$ cat config.mk
export PLATFORM = sky130hd
export DESIGN_NAME = hazard_unit
export DESIGN_NICKNAME = d
export VERILOG_FILES = /design/src/rtl/hazard_pkg.sv /design/src/rtl/hazard_sat_counter.sv /design/src/rtl/hazard_unit.sv
export SDC_FILE = /design/constraint.sdc
export NUM_CORES = 1
export LEC_CHECK = 0
export ABC_AREA = 1
export ABC_CLOCK_PERIOD_IN_PS = 2000
export CORE_AREA = 2 2 39 41
export DETAILED_ROUTE_END_ITERATION = 16
export DIE_AREA = 0 0 41 43
export HOLD_SLACK_MARGIN = 0.15
export PLACE_DENSITY = 0.65
export SETUP_SLACK_MARGIN = 0.15
export SLEW_MARGIN = 20
export SYNTH_ARGS = -nofsm -noshare
export SYNTH_HDL_FRONTEND = slang
export SYNTH_HIERARCHICAL = 1
export SYNTH_SLANG_ARGS = --single-unit
$ cat constraint.sdc
create_clock -name clk_i -period 2 [get_ports clk_i]
set_input_delay 0.4 -clock clk_i [delete_from_list [all_inputs] [get_ports clk_i]]
set_output_delay 0.4 -clock clk_i [all_outputs]
set_load 0.05 [all_outputs]
$ cat src/rtl/hazard_pkg.sv
// Shared types and constants for the pipeline hazard unit.
package hazard_pkg;

  localparam logic [4:0] REG_ZERO   = 5'd0;
  localparam int         PERF_CNT_W = 32;

  // HOLD_BR remembers a taken branch whose flush was deferred by a memory freeze.
  typedef enum logic [1:0] {
    RUN     = 2'd0,
    HOLD    = 2'd1,
    HOLD_BR = 2'd2
  } hazard_state_e;

endpackage

$ cat src/rtl/hazard_sat_counter.sv
// Saturating up-counter with enable and asynchronous active-high reset.
module sat_counter
  import hazard_pkg::*;
#(
  parameter int W = PERF_CNT_W
) (
  input  logic         clk_i,
  input  logic         rst_i,
  input  logic         i_en,
  output logic [W-1:0] o_cnt
);

  logic [W-1:0] r_cnt;
  logic         w_full;

  assign w_full = &r_cnt;

  always_ff @(posedge clk_i or posedge rst_i) begin
    if (rst_i) begin
      r_cnt <= '0;
    end else if (i_en && !w_full) begin
      r_cnt <= r_cnt + 1'b1;
    end
  end

  assign o_cnt = r_cnt;

endmodule

$ cat src/rtl/hazard_unit.sv
// Load-use / branch / memory-freeze hazard control with Mealy outputs.
// Optional performance counters are enabled by defining HAZARD_PERF_CNT_EN.
module hazard_unit
  import hazard_pkg::*;
(
  input  logic       clk_i,
  input  logic       rst_i,
  input  logic [4:0] IF_ID_Rs1_i,
  input  logic [4:0] IF_ID_Rs2_i,
  input  logic [4:0] ID_EX_Rd_i,
  input  logic       ID_EX_MemRead_i,
  input  logic       Branch_taken_i,
  input  logic       mem_busy_i,
  output logic       NoOp_o,
  output logic       Stall_o,
  output logic       PCWrite_o,
  output logic       Flush_o,
  output logic       Hold_o
`ifdef HAZARD_PERF_CNT_EN
  ,
  output logic [PERF_CNT_W-1:0] StallCnt_o,
  output logic [PERF_CNT_W-1:0] HoldCnt_o,
  output logic [PERF_CNT_W-1:0] FlushCnt_o
`endif
);

  hazard_state_e r_state;
  hazard_state_e w_state_nxt;
  logic          w_load_use;

  assign w_load_use = ID_EX_MemRead_i && (ID_EX_Rd_i != REG_ZERO) &&
                      ((ID_EX_Rd_i == IF_ID_Rs1_i) || (ID_EX_Rd_i == IF_ID_Rs2_i));

  always_ff @(posedge clk_i or posedge rst_i) begin
    if (rst_i) begin
      r_state <= RUN;
    end else begin
      r_state <= w_state_nxt;
    end
  end

  always_comb begin
    w_state_nxt = r_state;
    NoOp_o      = 1'b0;
    Stall_o     = 1'b0;
    PCWrite_o   = 1'b1;
    Flush_o     = 1'b0;
    Hold_o      = 1'b0;
    if (rst_i) begin
      NoOp_o      = 1'b1;
      PCWrite_o   = 1'b0;
      w_state_nxt = RUN;
    end else if (mem_busy_i) begin
      Hold_o    = 1'b1;
      Stall_o   = 1'b1;
      PCWrite_o = 1'b0;
      if (r_state == HOLD_BR) begin
        w_state_nxt = HOLD_BR;
      end else if (Branch_taken_i && !w_load_use) begin
        w_state_nxt = HOLD_BR;
      end else begin
        w_state_nxt = HOLD;
      end
    end else if (r_state == HOLD_BR) begin
      // Deferred flush fires exactly once as the freeze lifts.
      Flush_o     = 1'b1;
      w_state_nxt = RUN;
    end else begin
      w_state_nxt = RUN;
      if (w_load_use) begin
        NoOp_o    = 1'b1;
        Stall_o   = 1'b1;
        PCWrite_o = 1'b0;
      end else if (Branch_taken_i) begin
        Flush_o = 1'b1;
      end
    end
  end

`ifdef HAZARD_PERF_CNT_EN
  logic w_bubble;

  // Counts only genuine load-use bubbles, not the reset-forced NoOp.
  assign w_bubble = !rst_i && !mem_busy_i && (r_state != HOLD_BR) && w_load_use;

  sat_counter #(.W(PERF_CNT_W)) u_stall_cnt (
    .clk_i (clk_i),
    .rst_i (rst_i),
    .i_en  (w_bubble),
    .o_cnt (StallCnt_o)
  );

  sat_counter #(.W(PERF_CNT_W)) u_hold_cnt (
    .clk_i (clk_i),
    .rst_i (rst_i),
    .i_en  (Hold_o),
    .o_cnt (HoldCnt_o)
  );

  sat_counter #(.W(PERF_CNT_W)) u_flush_cnt (
    .clk_i (clk_i),
    .rst_i (rst_i),
    .i_en  (Flush_o),
    .o_cnt (FlushCnt_o)
  );
`endif

endmodule
Word level (Yosys, flattened, before mapping):

Index checks and enable logic that the tools add are counted.

* equal/unequal tests: 3
* reductions and logical operators: 6
* mux-type cells: 21

Operators by type and width (number)
* two-way mux 1 bit: 17
* equality test 5 bit: 2
* two-way mux 2 bit: 4
* nonzero test 5 bit: 1
* logical AND 1 bit: 3
* equality test 2 bit (second input constant): 1
* zero test 1 bit: 1
* logical OR 1 bit: 1

* input port bits: 20
* output and inout port bits: 5
* bits in registers: 2
* word-level logic and storage cells: 31

Depth between registers and ports, before layout:

Gate-level depths: netlist (run 1).

* depth in word-level cells: 9
* mapped depth: 9
* gate-level depth less buffers: 9

Worst setup path before layout (run 1):

No wires, ideal clock.

* kind: input to output
* from: input port mem_busy_i
* to: output port Stall_o
* data required time: 1.600 ns
* buffers on the path: 0
* arrival: 1.607 ns
* setup slack: -0.007 ns
* stages: 4
* path through: inv_1 nor2_1 inv_1 o21ai_2

* longest elaborated chain between the ends: 2

RTL lines
* from (decl): line hazard_unit.sv:13 `input logic mem_busy_i,`
* two-way mux 1 bit: line hazard_unit.sv:53 `end else if (mem_busy_i) begin`
* two-way mux 1 bit: line hazard_unit.sv:49 `if (rst_i) begin`
* to (decl): line hazard_unit.sv:15 `output logic Stall_o,`

No other way between the ends.

Worst setup path in the final report (run 1):

* from: input port Branch_taken_i
* to: output port Flush_o

* longest elaborated chain between the ends: 5

RTL lines
* from (decl): line hazard_unit.sv:12 `input logic Branch_taken_i,`
* two-way mux 1 bit: line hazard_unit.sv:74 `end else if (Branch_taken_i) begin`
* two-way mux 1 bit: line hazard_unit.sv:70 `if (w_load_use) begin`
* two-way mux 1 bit: line hazard_unit.sv:64 `end else if (r_state == HOLD_BR) begin`
* two-way mux 1 bit: line hazard_unit.sv:53
* two-way mux 1 bit: line hazard_unit.sv:49
* to (decl): line hazard_unit.sv:17 `output logic Flush_o,`

No other way between the ends.

==> results of run 1 <==
-- per-stage QoR --
step                TNS, ps  total power, mW
floorplan                 0           0.1090
global placement     -643.9           0.1888
detailed placement   -677.4           0.1897
CTS                       0           0.2827
global route              0           0.3060
finish                    0           0.2810
-- where the power goes --
part | switching (mW) | internal [mW] | total (mW)
Clock | 0.0272 | 0.0665 | 0.0937
Combinational | 0.0772 | 0.0671 | 0.144
Sequential | 0.000392 | 0.0426 | 0.0430
-- repair_timing --
action / 4_1_cts / 5_1_grt
setup endpoints to repair: 4 / 4
buffers inserted: 1 / 1
hold endpoints to repair: 0 / 0
gates resized for setup: 54 / 14
pin swaps: 24 / 12
-- final timing paths --
| check | to | depth (start not counted) | slack, ps | from |
|---|---|---|---|---|
| worst min register to register | r_state[0] | 3 | 630 | r_state[1] |
| min in group clk_i | r_state[0] | 3 | 630 | r_state[1] |
| max in group asynchronous | r_state[0] | 2 | 1540 | rst_i |
| worst max register to register | r_state[0] | 6 | 920 | r_state[1] |
| worst min-delay path | r_state[1] | 2 | 310 | rst_i |
| worst max-delay path | Flush_o | 6 | 220 | Branch_taken_i |
-- cell type report --
type / instances / area [sq um] / share of cell area, %
clock buffers: 3 / 22.52 / 3.186
inverters: 18 / 67.56 / 9.558
flip-flops and latches: 2 / 50.05 / 7.080
multi-input cells: 50 / 286.5 / 40.53
well taps: 16 / 20.02 / 2.832
repair buffers: 28 / 260.3 / 36.81
-- routing by layer --
layer	wire, um	vias to the layer above	global-route usage (%)
li1	-	267	-
met1	367	217	14.15
met2	591	19	25.62
met3	109	0	8.377
met4	0	0	8.000
met5	0	-	0
-- worst max-delay path, cell delays in order --
cell and delay (ps):
clkdlybuf4s50_1 470, inv_1 50, nand2_2 100, nand2_1 90, nor2_4 130, buf_12 140
-- cell families after synthesis --
kind of cell,after synthesis,share of synthesized area (%)
buffers and inverters,18,19.36
AND/OR/NAND/NOR,45,53.76
flip-flops,2,14.34
XOR/XNOR,2,5.019
AO/OA/AOI/OAI,3,7.528
-- synth_stat cells (all sizes together) --
master   n
inv     18
nand4    1
dfrtp    2
o21ai    2
nand3    3
a21oi    1
nand2   28
nor2    13
xnor2    2
==> run_results.csv, run 1 <==
group,metric,value,unit
run_status,status,"complete, no violations",
layout,largest-register,"r_state",
synth,syn_nets,90,
sta,finalHoldViolations,0,
drt,drt_iter0_drc,3,
layout,reg_top3,"r_state x2",
synth,synth_top_cell_by_area,"nand2_1",
worst_setup_path,cp-end-kind,"output pin",
drt,routed_wl,1068,um
grt,globalRouteTotalUtil,15.46,%
sta,finalCriticalPeriod,1780,ps
sta,drv_slew,0,
drt,via_per_inst,4.299,
sta,worst_pin_slew,295.2,ps
worst_setup_path,worstSetupPathType,"input pin to output pin",
floorplanning,dieWidth,41,um
layout,antenna_cells,0,
clock_network,cts_max_level,1,
floorplanning,rows,14,
sta,fin_crit_sh,88.99,%
pwr,leakagePower,0.4236,nW
synth,synth_top_area_share,26.88,%
clock_network,clockBufferDepth,2,
layout,largest_reg_flops,2,
synth,ys_warn_count,6,
worst_setup_path,critPathMaxFanout,3,
place,place_ws,-190.0,ps
synth,synth_seq_area_share,14.34,%
sta,max_freq,561.9,MHz
place,post_dp_cell_area,681.9,sq um
layout,final_common_cell,"nand2_1",
floorplanning,fp.dieArea,1763,sq um
layout,n_fill_cell,153,
sta,rsz0062_at_grt,"no",
place,place_hpwl,794.6,um
layout,area_delta_synth_final,102.5,%
layout,utilization,51.09,%
layout,drive_gt1_share,44.55,%
grt,grt_pass1_vias,497,
sta,hold_ws,314.2,ps
grt,grt_pass1_wl,1856,um
place,placed_cells,112,
sta,setup-violations-final,0,
synth,synth_cells,70,
drt,drc,0,
synth,synth.area.top_cells,"nand2_1 27%, dfrtp_1 14%, inv_1 14%, nor2_1 14%, inv_2 5.4%",
sta,slew_headroom,80.32,%
clock_network,cts_tree,"yes",
clock_network,clock-root-buffer,"clkbuf_4",
synth,synth_area,349.1,sq um
sta,fin_ws,220.2,ps
grt,grt_max_degree,7,
floorplanning,die_h,43,um
sta,final.setup_skew,1.422,ps
drt,drtAntennaViolNets,0,
worst_setup_path,cp.required,1600,ps
layout,nNetsFinal,123,
clock_network,insertion_delay,230,ps
floorplanning,design.portCount,25,
grt,overflow,0,
clock_network,cts-hold-fix-buffers,0,
worst_setup_path,critPathArrivalTime,1380,ps
layout,most-common-layout-cells,"22 x nand2_1, 11 x inv_1, 10 x nor2_1",
drt,vias,503,
place,io_buffers,24,
synth,yosys_register_bits,2,
layout,fin_cells,117,
synth,ys_types,12,
pwr,power.density,397.5,nW/um^2
place,gp_congestion,0.7035,
floorplanning,core,1384,sq um
layout,design_area,706.9,sq um
clock_network,clock-sinks,2,
floorplanning,initial_utilization,25.23,%
clock_network,clk_pin_slew,30,ps
drt,wl_per_cell,9.128,um
flow_run,drv_cap,0,
synth,syn_area_per_cell,4.987,sq um
worst_hold_path,min_path_type,"input pin to async pin",
clock_network,cts_made_buffers,3,
worst_setup_path,start_kind,"input pin",
pwr,vdd_ir_drop_max,235.5,uV
drt,drt-pass1-iter-count,4,
grt,grt_antenna_before_repair,0,
(Power assumes the default switching activity.)
==> run 2: changes to the inputs <==
--- a/config.mk
+++ b/config.mk
@@ -7,6 +7,7 @@
 export LEC_CHECK = 0
 export ABC_AREA = 1
 export ABC_CLOCK_PERIOD_IN_PS = 2000
+export CAP_MARGIN = 20
 export CORE_AREA = 2 2 39 41
 export DETAILED_ROUTE_END_ITERATION = 16
 export DIE_AREA = 0 0 41 43
==> results of run 2 <==
The final DEF is identical to that of run 1; final timing and power are the same.
